`src/rtl/riscv_pkg.sv`:
```
// riscv_pkg: shared integer-core widths and the writeback buffer entry type
package riscv_pkg;
  localparam int XLEN = 32;
  localparam int REG_ADDR_W = 5;
  localparam int NUM_REGS = 32;
  typedef logic [REG_ADDR_W-1:0] reg_idx_t;
  typedef logic [XLEN-1:0] xlen_t;
  typedef struct packed {
    reg_idx_t rd;
    xlen_t    data;
  } wb_entry_t;
endpackage

```
`src/rtl/sync_fifo.sv`:
```
// sync_fifo: single-clock FIFO; the reset clears the pointers so buffered entries are discarded
module sync_fifo #(
  parameter int DEPTH = 2,
  parameter int WIDTH = 37
) (
  input  logic             clk,
  input  logic             rst_n,
  input  logic             push_i,
  input  logic [WIDTH-1:0] din_i,
  input  logic             pop_i,
  output logic [WIDTH-1:0] dout_o,
  output logic             full_o,
  output logic             empty_o
);
  localparam int AW = $clog2(DEPTH);
  logic [WIDTH-1:0] mem_d [DEPTH];
  logic [WIDTH-1:0] mem_q [DEPTH];
  logic [AW:0] wptr_d, wptr_q, rptr_d, rptr_q;
  logic do_push, do_pop;
  // pointers carry one wrap bit so full and empty are distinguishable
  assign full_o  = (wptr_q ^ rptr_q) == {1'b1, {AW{1'b0}}};
  assign empty_o = wptr_q == rptr_q;
  assign dout_o  = mem_q[rptr_q[AW-1:0]];
  always_comb begin
    do_push = push_i && !full_o;
    do_pop = pop_i && !empty_o;
    mem_d = mem_q;
    if (do_push) mem_d[wptr_q[AW-1:0]] = din_i;
    wptr_d = wptr_q + (AW+1)'(do_push);
    rptr_d = rptr_q + (AW+1)'(do_pop);
  end
  always_ff @(posedge clk) begin
    mem_q <= mem_d;
    if (!rst_n) begin
      wptr_q <= '0;
      rptr_q <= '0;
    end else begin
      wptr_q <= wptr_d;
      rptr_q <= rptr_d;
    end
  end
endmodule

```
`src/rtl/regfile_wb_ctrl.sv`:
```
// regfile_wb_ctrl: merges ALU and buffered long-latency results onto the regfile write port
// and keeps a per-register busy scoreboard for decode hazard stalls.
module regfile_wb_ctrl
  import riscv_pkg::*;
#(
  parameter int DEPTH = 2,
  parameter int STARVE_MAX = 8
) (
  input  logic        clk,
  input  logic        rst_n,
  input  logic        alu_wr_en_i,
  input  logic [4:0]  alu_wr_port_i,
  input  logic [31:0] alu_wr_data_i,
  output logic        alu_stall_o,
  input  logic        iss_valid_i,
  input  logic [4:0]  iss_rd_i,
  input  logic        lsu_valid_i,
  output logic        lsu_ready_o,
  input  logic [4:0]  lsu_rd_i,
  input  logic [31:0] lsu_data_i,
  input  logic [4:0]  chk_port1_i,
  input  logic [4:0]  chk_port2_i,
  output logic        busy1_o,
  output logic        busy2_o,
  output logic [31:0] wr_data_o,
  output logic [4:0]  wr_port_o,
  output logic        ctrl_reg_wr_en_o,
  output logic        err_o
);
  localparam int SW = $clog2(STARVE_MAX + 1);
  wb_entry_t head, push_ent;
  logic full, empty, push, pop, alu_ok, fifo_wr;
  logic wr_en_d, wr_en_q, src_fifo_q, err_d, err_q;
  reg_idx_t wr_port_d, wr_port_q;
  xlen_t wr_data_d, wr_data_q;
  logic [NUM_REGS-1:0] busy_d, busy_q;
  logic [SW-1:0] starve_d, starve_q;
  assign push_ent = '{rd: lsu_rd_i, data: lsu_data_i};
  sync_fifo #(.DEPTH(DEPTH), .WIDTH($bits(wb_entry_t))) u_fifo (
    .clk     (clk),
    .rst_n   (rst_n),
    .push_i  (push),
    .din_i   (push_ent),
    .pop_i   (pop),
    .dout_o  (head),
    .full_o  (full),
    .empty_o (empty)
  );
  assign alu_stall_o      = starve_q == SW'(STARVE_MAX);
  assign lsu_ready_o      = !full;
  assign busy1_o          = busy_q[chk_port1_i];
  assign busy2_o          = busy_q[chk_port2_i];
  assign wr_data_o        = wr_data_q;
  assign wr_port_o        = wr_port_q;
  assign ctrl_reg_wr_en_o = wr_en_q;
  assign err_o            = err_q;
  always_comb begin
    push = lsu_valid_i && !full;
    alu_ok = alu_wr_en_i && alu_wr_port_i != '0 && !alu_stall_o;
    pop = !empty && !alu_ok;
    fifo_wr = pop && head.rd != '0;
    wr_en_d = alu_ok || fifo_wr;
    wr_port_d = alu_ok ? alu_wr_port_i : fifo_wr ? head.rd : wr_port_q;
    wr_data_d = alu_ok ? alu_wr_data_i : fifo_wr ? head.data : wr_data_q;
    // a stall cycle has alu_ok low, so the counter restarts on the forced drain
    starve_d = (alu_ok && !empty) ? starve_q + SW'(1) : '0;
    busy_d = busy_q;
    if (src_fifo_q) busy_d[wr_port_q] = 1'b0;
    if (iss_valid_i && iss_rd_i != '0) busy_d[iss_rd_i] = 1'b1;
    err_d = err_q || (iss_valid_i && busy_q[iss_rd_i])
          || (alu_wr_en_i && (busy_q[alu_wr_port_i] || alu_stall_o))
          || (push && lsu_rd_i != '0 && !busy_q[lsu_rd_i]);
  end
  always_ff @(posedge clk) begin
    if (!rst_n) begin
      wr_en_q <= 1'b0;
      src_fifo_q <= 1'b0;
      wr_port_q <= '0;
      wr_data_q <= '0;
      busy_q <= '0;
      starve_q <= '0;
      err_q <= 1'b0;
    end else begin
      wr_en_q <= wr_en_d;
      src_fifo_q <= fifo_wr;
      wr_port_q <= wr_port_d;
      wr_data_q <= wr_data_d;
      busy_q <= busy_d;
      starve_q <= starve_d;
      err_q <= err_d;
    end
  end
endmodule

```
`config.mk`:
```
export PLATFORM = sky130hd
export DESIGN_NAME = regfile_wb_ctrl
export DESIGN_NICKNAME = d
export VERILOG_FILES = /design/src/rtl/riscv_pkg.sv /design/src/rtl/sync_fifo.sv /design/src/rtl/regfile_wb_ctrl.sv
export SDC_FILE = /design/constraint.sdc
export NUM_CORES = 1
export LEC_CHECK = 0
export ABC_AREA = 1
export CORE_ASPECT_RATIO = 0.75
export CORE_MARGIN = 2
export CORE_UTILIZATION = 59
export CTS_BUF_LIST = sky130_fd_sc_hd__clkbuf_2 sky130_fd_sc_hd__clkbuf_4 sky130_fd_sc_hd__clkbuf_8
export DETAILED_ROUTE_END_ITERATION = 6
export PLACE_DENSITY = 0.87
export SYNTH_ARGS = -nofsm -noshare
export SYNTH_HDL_FRONTEND = slang
export SYNTH_SLANG_ARGS = --single-unit
```
`constraint.sdc`:
```
create_clock -name clk -period 3.7 [get_ports clk]
set_input_delay 1.11 -clock clk [delete_from_list [all_inputs] [get_ports clk]]
set_output_delay 1.11 -clock clk [all_outputs]
set_load 0.02 [all_outputs]
```
==> results of run 1 <==
[final cells by class]
| cell class | instances | area share, % |
|---|---|---|
| clock inverter | 15 | 1.69 |
| timing repair inverter | 4 | 0.311 |
| sequential | 154 | 39.5 |
| tap | 166 | 2.15 |
| timing repair buffer | 172 | 17.2 |
| multi-input combinational | 705 | 34.1 |
| inverter | 64 | 2.59 |
| clock buffer | 17 | 2.42 |
[final timing paths]
path,startpoint,endpoint,slack (ps),cells past startpoint
worst max-delay path,chk_port1_i[0],busy1_o,90,10
worst min-delay path,starve_q[0],starve_q[0],490,1
worst max register to register,u_fifo.rptr_q[0],wr_port_o[3],950,10
worst min register to register,starve_q[0],starve_q[0],490,1
[per-stage QoR]
| step | worst slack [ps] | TNS (ps) | util [%] |
|---|---|---|---|
| after floorplan | 222 | 0 | - |
| after global placement | -618 | -1140 | 74.4 |
| after detailed placement | -628 | -1210 | 74.4 |
| after CTS | 29.4 | 0 | 77.9 |
| after global routing | 24.1 | 0 | 78.0 |
| final | 86.7 | 0 | 78.0 |
[cell usage after synthesis (all sizes together) (8+ instances only)]
| library cell | count |
|---|---|
| inv | 63 |
| nor2 | 74 |
| o21ai | 121 |
| nor3 | 13 |
| buf | 14 |
| nand3 | 58 |
| o211ai | 8 |
| nand2 | 285 |
| clkbuf | 35 |
| dfxtp | 80 |
| edfxtp | 74 |
| a21oi | 89 |
| a211oi | 33 |
[critical path, delay by kind of cell]
family	cells	cell delay (ps)
buffers and inverters	3	640
AOI/OAI and AO/OA	4	520
and+or+nand+nor	3	220
[power breakdown]
group	switching, mW	internal, mW	total [mW]
registers	0.163	2.10	2.26
logic	1.12	0.710	1.83
clock network	0.668	0.613	1.28
total	1.95	3.42	5.37
[flip-flops by register name, summed over array words and instances, names as in the netlist]
signal            cells
busy_q               32
ctrl_reg_wr_en_o      1
err_o                 1
src_fifo_q            1
starve_q              4
u_fifo.mem_q         74
u_fifo.rptr_q         2
u_fifo.wptr_q         2
wr_data_o            32
wr_port_o             5
[cell families (layout without fill, tap and decap cells)]
kind of cell,after synthesis,count (layout),synth area share (%)
AOI/OAI and AO/OA,261,261,19.0
muxes,1,1,0.132
and+or+nand+nor,432,432,22.7
buffers and inverters,113,272,5.99
xor gates and xnor gates,6,6,0.794
DFF,154,154,50.5
adders and majority gates,5,5,0.827
[what timing repair did]
item / in CTS / in global routing
setup endpoints to repair: 2 / 2
gates cloned: 4 / 0
pin swaps: 0 / 3
hold endpoints to repair: 0 / 0
gates resized for setup: 24 / 11
[layer usage]
layer / vias up / global-route usage, % / wire (µm)
met4: 0 / 12.1 / 616
li1: 3592 / - / -
met2: 493 / 49.7 / 9770
met3: 74 / 12.0 / 3360
met1: 3409 / 48.9 / 9500
met5: - / 0 / 0
==> summary.md, run 1 <==
| Metric | Value |
|---|---|
| Run status | `finished with violations` |
| Failing checks | `design-rule violations` |
| Vias | `7568` |
| Routability congestion estimate | `1.06` |
| Syn_nets | `1071` |
| DRC viols | `10` |
| ANT nets after route | `0` |
| Hold Slack | `494 ps` |
| Cell area after layout | `9670 µm²` |
| Seq/Total Area, Yosys | `50.5%` |
| Top cell type by total area after synthesis | `edfxtp_1` |
| Drt wl/cell | `17.9 µm` |
| Clock buffer depth | `2` |
| CTS buffer count | `17` |
| Die span in x | `135 µm` |
| Leakage Power | `3.68 nW` |
| IO Pins | `137` |
| Asr flop ratio synth | `0%` |
| Measured slew at the worst slew-check pin | `685 ps` |
| Clk_skew | `14.4 ps` |
| Total GRT Usage | `34.6%` |
| Unique masters post-synth | `32` |
| Top_reg_cell synth | `dfxtp_1` |
| Nets@finish | `1217` |
| Grt ovf | `0` |
| Top cells by area, synth | `edfxtp_1 29%, dfxtp_1 21%, nand2_1 14%` |
| Pwr Total | `5.37 mW` |
| First-pass GRT wire length | `36100 µm` |
| Slowest-stage cell, CP | `clkdlybuf4s15_2` |
| Multi-input logic area | `3290 µm²` |
| Dpl cells | `1261` |
| Initial Utilization | `61.0%` |
| Worst skew pair latency | `450 ps` |
| MaxCap Viol Count | `0` |
| Htree depth | `4` |
| Synthesized netlist cell count | `972` |
| Crit-path max FO | `5` |
| CP arrival | `2500 ps` |
| Period minus WS final | `3610 ps` |
| Critical Path RT | `2590 ps` |
| Worst-path cell chain | `clkdlybuf4s15_2, clkinvlp_4, a21oi_1, o21ai_0, o211ai_1, nand3_1, nand2_1, nor2_1, a31oi_1, buf_4` |
| CTS tree | `built` |
| Critical path type | `input pin to output pin` |
| Slew margin rel. | `53.9%` |
| Pwr Density | `556 nW/µm²` |
| Vias in the first global route | `6867` |
| Initial antenna violation count | `0` |
| Postcts setup bufs | `0` |
| Fill cells | `901` |
| DP HPWL | `16200 µm` |
| Fin crit share | `97.7%` |
| Port Buffers | `136` |
| FF+latch area | `3820 µm²` |
| RSZ-0062 raised after global routing | `false` |
| Placed Area | `9220 µm²` |
| Worst hold path class | `register to register` |
| Final Hold Violating Endpoints | `0` |
| Clock transition at the registers of the reported paths | `80 ps` |
| Fmax | `277 MHz` |
| Post-Syn Area per Cell | `7.78 µm²` |
| Drt first pass iters | `7` |
| Worst path max stage delay | `300 ps` |
| CP Launch Type | `input pin` |
| Layout Cells excl Fill | `1297` |
| Crit. End Element | `output pin` |
| Clock sinks | `154` |
| Peak supply drop | `0.448 mV` |
| WL final | `23300 µm` |
| Initial DRC count | `1055` |
| Post-synthesis cell area | `7570 µm²` |
| Synth top area share | `29.4%` |
| Core area | `12400 µm²` |
| Chip height | `102 µm` |
| Number of placement rows | `35` |
| # setup viols final | `0` |
| Die ar. | `13800 µm²` |
| Pin count of the biggest net entering global routing | `40` |
| Share of cells above drive strength 1 | `7.69%` |
| Synth Register Bits | `154` |
| Yosys warning count | `0` |
| Vias per inst | `5.84` |
| Area added between synthesis and finish | `27.8%` |
| # diodes | `0` |
| Commonest non-fill, non-tap cell in the layout | `nand2_1` |
| Root buffer cell | `clkbuf_8` |
| Hold-fix buffers at CTS | `0` |
| Most frequent cells in the layout | `284 x nand2_1, 130 x clkdlybuf4s50_1, 108 x o21ai_0, 88 x a21oi_1, 80 x dfxtp_1` |
| Post-synth EDFFs | `74` |
| Max Slew Vio Count | `0` |
No activity file was read; power rests on OpenSTA's default activity.
==> run 2, diff against run 1 <==
--- a/config.mk
+++ b/config.mk
@@ -11,7 +11,9 @@
 export CORE_UTILIZATION = 59
 export CTS_BUF_LIST = sky130_fd_sc_hd__clkbuf_2 sky130_fd_sc_hd__clkbuf_4 sky130_fd_sc_hd__clkbuf_8
 export DETAILED_ROUTE_END_ITERATION = 6
+export GPL_ROUTABILITY_DRIVEN = 0
 export PLACE_DENSITY = 0.87
 export SYNTH_ARGS = -nofsm -noshare
 export SYNTH_HDL_FRONTEND = slang
+export SYNTH_HIERARCHICAL = 1
 export SYNTH_SLANG_ARGS = --single-unit
==> run 2 against run 1 <==
  * Clock-buffer cell count rose by 1
  * Via count rose by 3.3%
  * Global-route usage fell by 1.3 points
  * Hold slack got worse by 20 ps
  * Fmax fell by 0.91%
  * Sequential power fell by 7%
  * Clock power fell by 5%
  * Core utilization fell by 2.6 points
  * Area after synthesis rose by 2.6%
  * Sequential share of layout area fell by 0.33 points
  * The flow now finishes without violations
  * Wire length rose by 0.41%
  * Critical path depth fell by 2
==> summary.md, run 2 <==
| Metric | Value |
|---|---|
| Clk_skew | `17.8 ps (+3.42 ps)` |
| Post-Synth Adder-Cell Area | `0.806% (-0.021 points)` |
| Top sig layer | `met4` |
| WL final | `23400 µm (+0.41%)` |
| Unique masters post-synth | `27 (-16%)` |
| CTS tree | `built` |
| Crit. End Element | `output pin` |
| Initial DRC count | `1100 (+4.3%)` |
| Critical Path RT | `2590 ps (about the same)` |
| Die span in x | `136 µm (+1.2%)` |
| Pwr Density | `454 nW/µm² (-18%)` |
| Worst r2r dst | `wr_port_o[3]` |
| CTS buffer count | `17 (unchanged)` |
| Max Slew Vio Count | `0 (unchanged)` |
| Seq/Total Area, Yosys | `49.3% (-1.3 points)` |
| Total GRT Usage | `33.3% (-1.3 points)` |
| DRC viols | `0 (-10)` |
| Pin count of the biggest net entering global routing | `41 (+2.5%)` |
| Most frequent cell after synthesis | `nand2_1` |
| Simple-Gate Fraction of Synth Area | `24.8% (+2.1 points)` |
| Hold Crit Start | `starve_q[0]` |
| Pwr Total | `4.42 mW (-18%)` |
| Worst skew pair latency | `450 ps (about the same)` |
| Clock sinks | `154 (unchanged)` |
| Met2 wire length | `9790 µm (+0.16%)` |
| Area added between synthesis and finish | `25.7%` |
| Share of cells above drive strength 1 | `7.55% (-0.14 points)` |
| Drt wl/cell | `17.3 µm (-3.6%)` |
| Chip height | `103 µm (+1.2%)` |
| Initial antenna violation count | `1 (+1)` |
| Fin crit share | `98.6% (+0.90 points)` |
| MaxCap Viol Count | `0 (unchanged)` |
| Post-synthesis cell area | `7760 µm² (+2.6%)` |
| Hold Path Sink | `starve_q[0]` |
| Most frequent cells in the layout | `368 x nand2_1, 130 x clkdlybuf4s50_1, 82 x o21ai_0, 80 x a21oi_1, 80 x dfxtp_1` |
| Htree depth | `4 (unchanged)` |
| Hold-fix buffers at CTS | `0 (unchanged)` |
| Worst-path cell chain | `clkdlybuf4s50_1, inv_1, o21ai_1, nand3_1, nand2_1, nor2_1, a21oi_1, buf_2` |
| # setup viols final | `0 (unchanged)` |
| ANT nets after route | `0 (unchanged)` |
| Synthesized netlist cell count | `1015 (+4.4%)` |
| Crit-path max FO | `7 (+2)` |
| Routed length on met3 | `3560 µm (+5.9%)` |
| Slew margin rel. | `58.1% (+4.2 points)` |
| Nets@finish | `1265 (+3.9%)` |
| WL met1 | `9260 µm (-2.6%)` |
| Measured slew at the worst slew-check pin | `623 ps (-61.4 ps)` |
| Post-Syn Area per Cell | `7.65 µm² (-1.8%)` |
| Core area | `12900 µm² (+4.3%)` |
| Commonest non-fill, non-tap cell in the layout | `nand2_1` |
| Critical path type | `input pin to output pin` |
| Layout Cells excl Fill | `1351 (+4.2%)` |
| Top cell type by total area after synthesis | `edfxtp_1` |
| Drt first pass iters | `6 (-1)` |
| Crit Reg-Reg Startpoint | `u_fifo/rptr_q[0]` |
| Worst hold path class | `register to register` |
| Number of placement rows | `36 (+2.9%)` |
| Worst path max stage delay | `610 ps (+310 ps)` |
| Port Buffers | `136 (unchanged)` |
| First-pass GRT wire length | `35800 µm (-0.90%)` |
| Largest family of logic cells by synthesized area | `simple AND/OR/NAND/NOR gates` |
| Synth Area in Compound Gates | `16.8% (-2.2 points)` |
| Asr flop ratio synth | `0% (unchanged)` |
| Synth Area in XOR/XNOR | `0.451% (-0.34 points)` |
| Synth top area share | `28.6% (-0.73 points)` |
| Post-synth top cells | `368 x nand2_1, 91 x o21ai_0, 80 x a21oi_1, 80 x dfxtp_1` |
| Reg-to-reg slack, setup | `1070 ps (+120 ps)` |
| Syn_nets | `1114 (+4.0%)` |
| Leakage Power | `3.95 nW (+7.3%)` |
| RSZ-0062 raised after global routing | `false` |
| Vias | `7817 (+3.3%)` |
| Dpl cells | `1313 (+4.1%)` |
| IO Pins | `137 (unchanged)` |
| Top_reg_cell synth | `dfxtp_1` |
| Synth Register Bits | `154 (unchanged)` |
| WHS Path Cells | `1 (unchanged)` |
| Largest register by flop count | `u_fifo/mem_q` |
| Post-synth EDFFs | `74 (unchanged)` |
| Top cells by area, synth | `edfxtp_1 29%, dfxtp_1 21%, nand2_1 18%` |
| Grt ovf | `0 (unchanged)` |
| Vias per inst | `5.79 (-0.84%)` |
| Yosys warning count | `6 (+6)` |
| Fmax | `274 MHz (-0.91%)` |
| Peak supply drop | `0.320 mV (-28%)` |
| Final Hold Violating Endpoints | `0 (unchanged)` |
| Setup TNS | `0 ps (unchanged)` |
| Mux cell area share after synthesis | `0% (-0.13 points)` |
| Die ar. | `14100 µm² (+2.5%)` |
| Period minus WS final | `3650 ps (+33.2 ps)` |
| Delay-heaviest family, CP | `buffers and inverters` |
| CP arrival | `2540 ps (+40 ps)` |
| Clock buffer depth | `2 (unchanged)` |
| Initial Utilization | `60.0% (-1.0 points)` |
| Root buffer cell | `clkbuf_8` |
| Max FFs per register | `74 (unchanged)` |
| Vias in the first global route | `7156 (+4.2%)` |
| R2R depth | `11 (+1)` |
| Slowest-stage cell, CP | `clkdlybuf4s50_1` |
| Clock transition at the registers of the reported paths | `80 ps (about the same)` |
| Run status | `finished clean` |
| Worst Path Buf+Inv | `3 (unchanged)` |
| CP Launch Type | `input pin` |
| DP HPWL | `16200 µm (about the same)` |
run 2: changes by cell type after synthesis, sizes merged, moves of 11 or more:
cell / before / now
nand2: 285 / 371
nor2: 74 / 24
a211oi: 33 / 0
inv: 63 / 77
a31oi: 5 / 35
buf: 14 / 25
clkbuf: 35 / 21
run 2: cells by family after synthesis:
family,count (synthesis)
xor gates and xnor gates,4
and+or+nand+nor,475
AOI/OAI and AO/OA,247
buffers and inverters,130
adders and majority gates,5
DFF,154
run 2: timing repair:
item                                    4_1_cts  5_1_grt
endpoints found under the setup margin        2        2
resized for setup                            21       10
gates cloned                                  2        0
setup buffers                                 3        0
run 2: worst max path at each step:
stage                   start      end  slack, ps  cells after the start
2_1_floorplan  chk_port1_i[0]  busy1_o        350                      7
3_3_place_gp   chk_port1_i[0]  busy1_o       -600                      9
3_5_place_dp   chk_port1_i[0]  busy1_o       -660                      9
4_1_cts        chk_port2_i[0]  busy2_o         30                     11
5_1_grt        chk_port1_i[0]  busy1_o          3                      9
6_report       chk_port2_i[2]  busy2_o         50                      8
run 2: power breakdown:
| part | internal [mW] | switching, mW |
|---|---|---|
| sequential | 2.00 | 0.0996 |
| combinational | 0.435 | 0.664 |
| clock | 0.554 | 0.665 |
| total | 2.99 | 1.43 |
run 2: per-stage QoR:
stage	hold slack [ps]	setup WS, ps	util, %	cell area (µm²)
6_report	474	53.5	75.4	9750
5_1_grt	492	3.31	75.4	9750
4_1_cts	476	31.1	75.4	9750
3_5_place_dp	456	-655	72.2	9340
3_3_place_gp	444	-600	72.2	9340
2_1_floorplan	430	353	-	7760
run 2: area by class of cell:
cell class                 count  area [µm²]
timing repair buffer         176        1670
multi-input combinational    731        3330
timing repair inverter         2        15.0
antenna                        1        2.50
fill                         978        3180
clock buffer                  18         241
sequential                   154        3820
tap                          171         214
inverter                      84         324
clock inverter                14         138
run 2: layer usage:
layer  vias up  global-route usage [%]
li1       3706                       -
met1      3490                    44.7
met2       528                    49.2
met3        93                    13.4
met4         0                    11.8
met5         -                       0
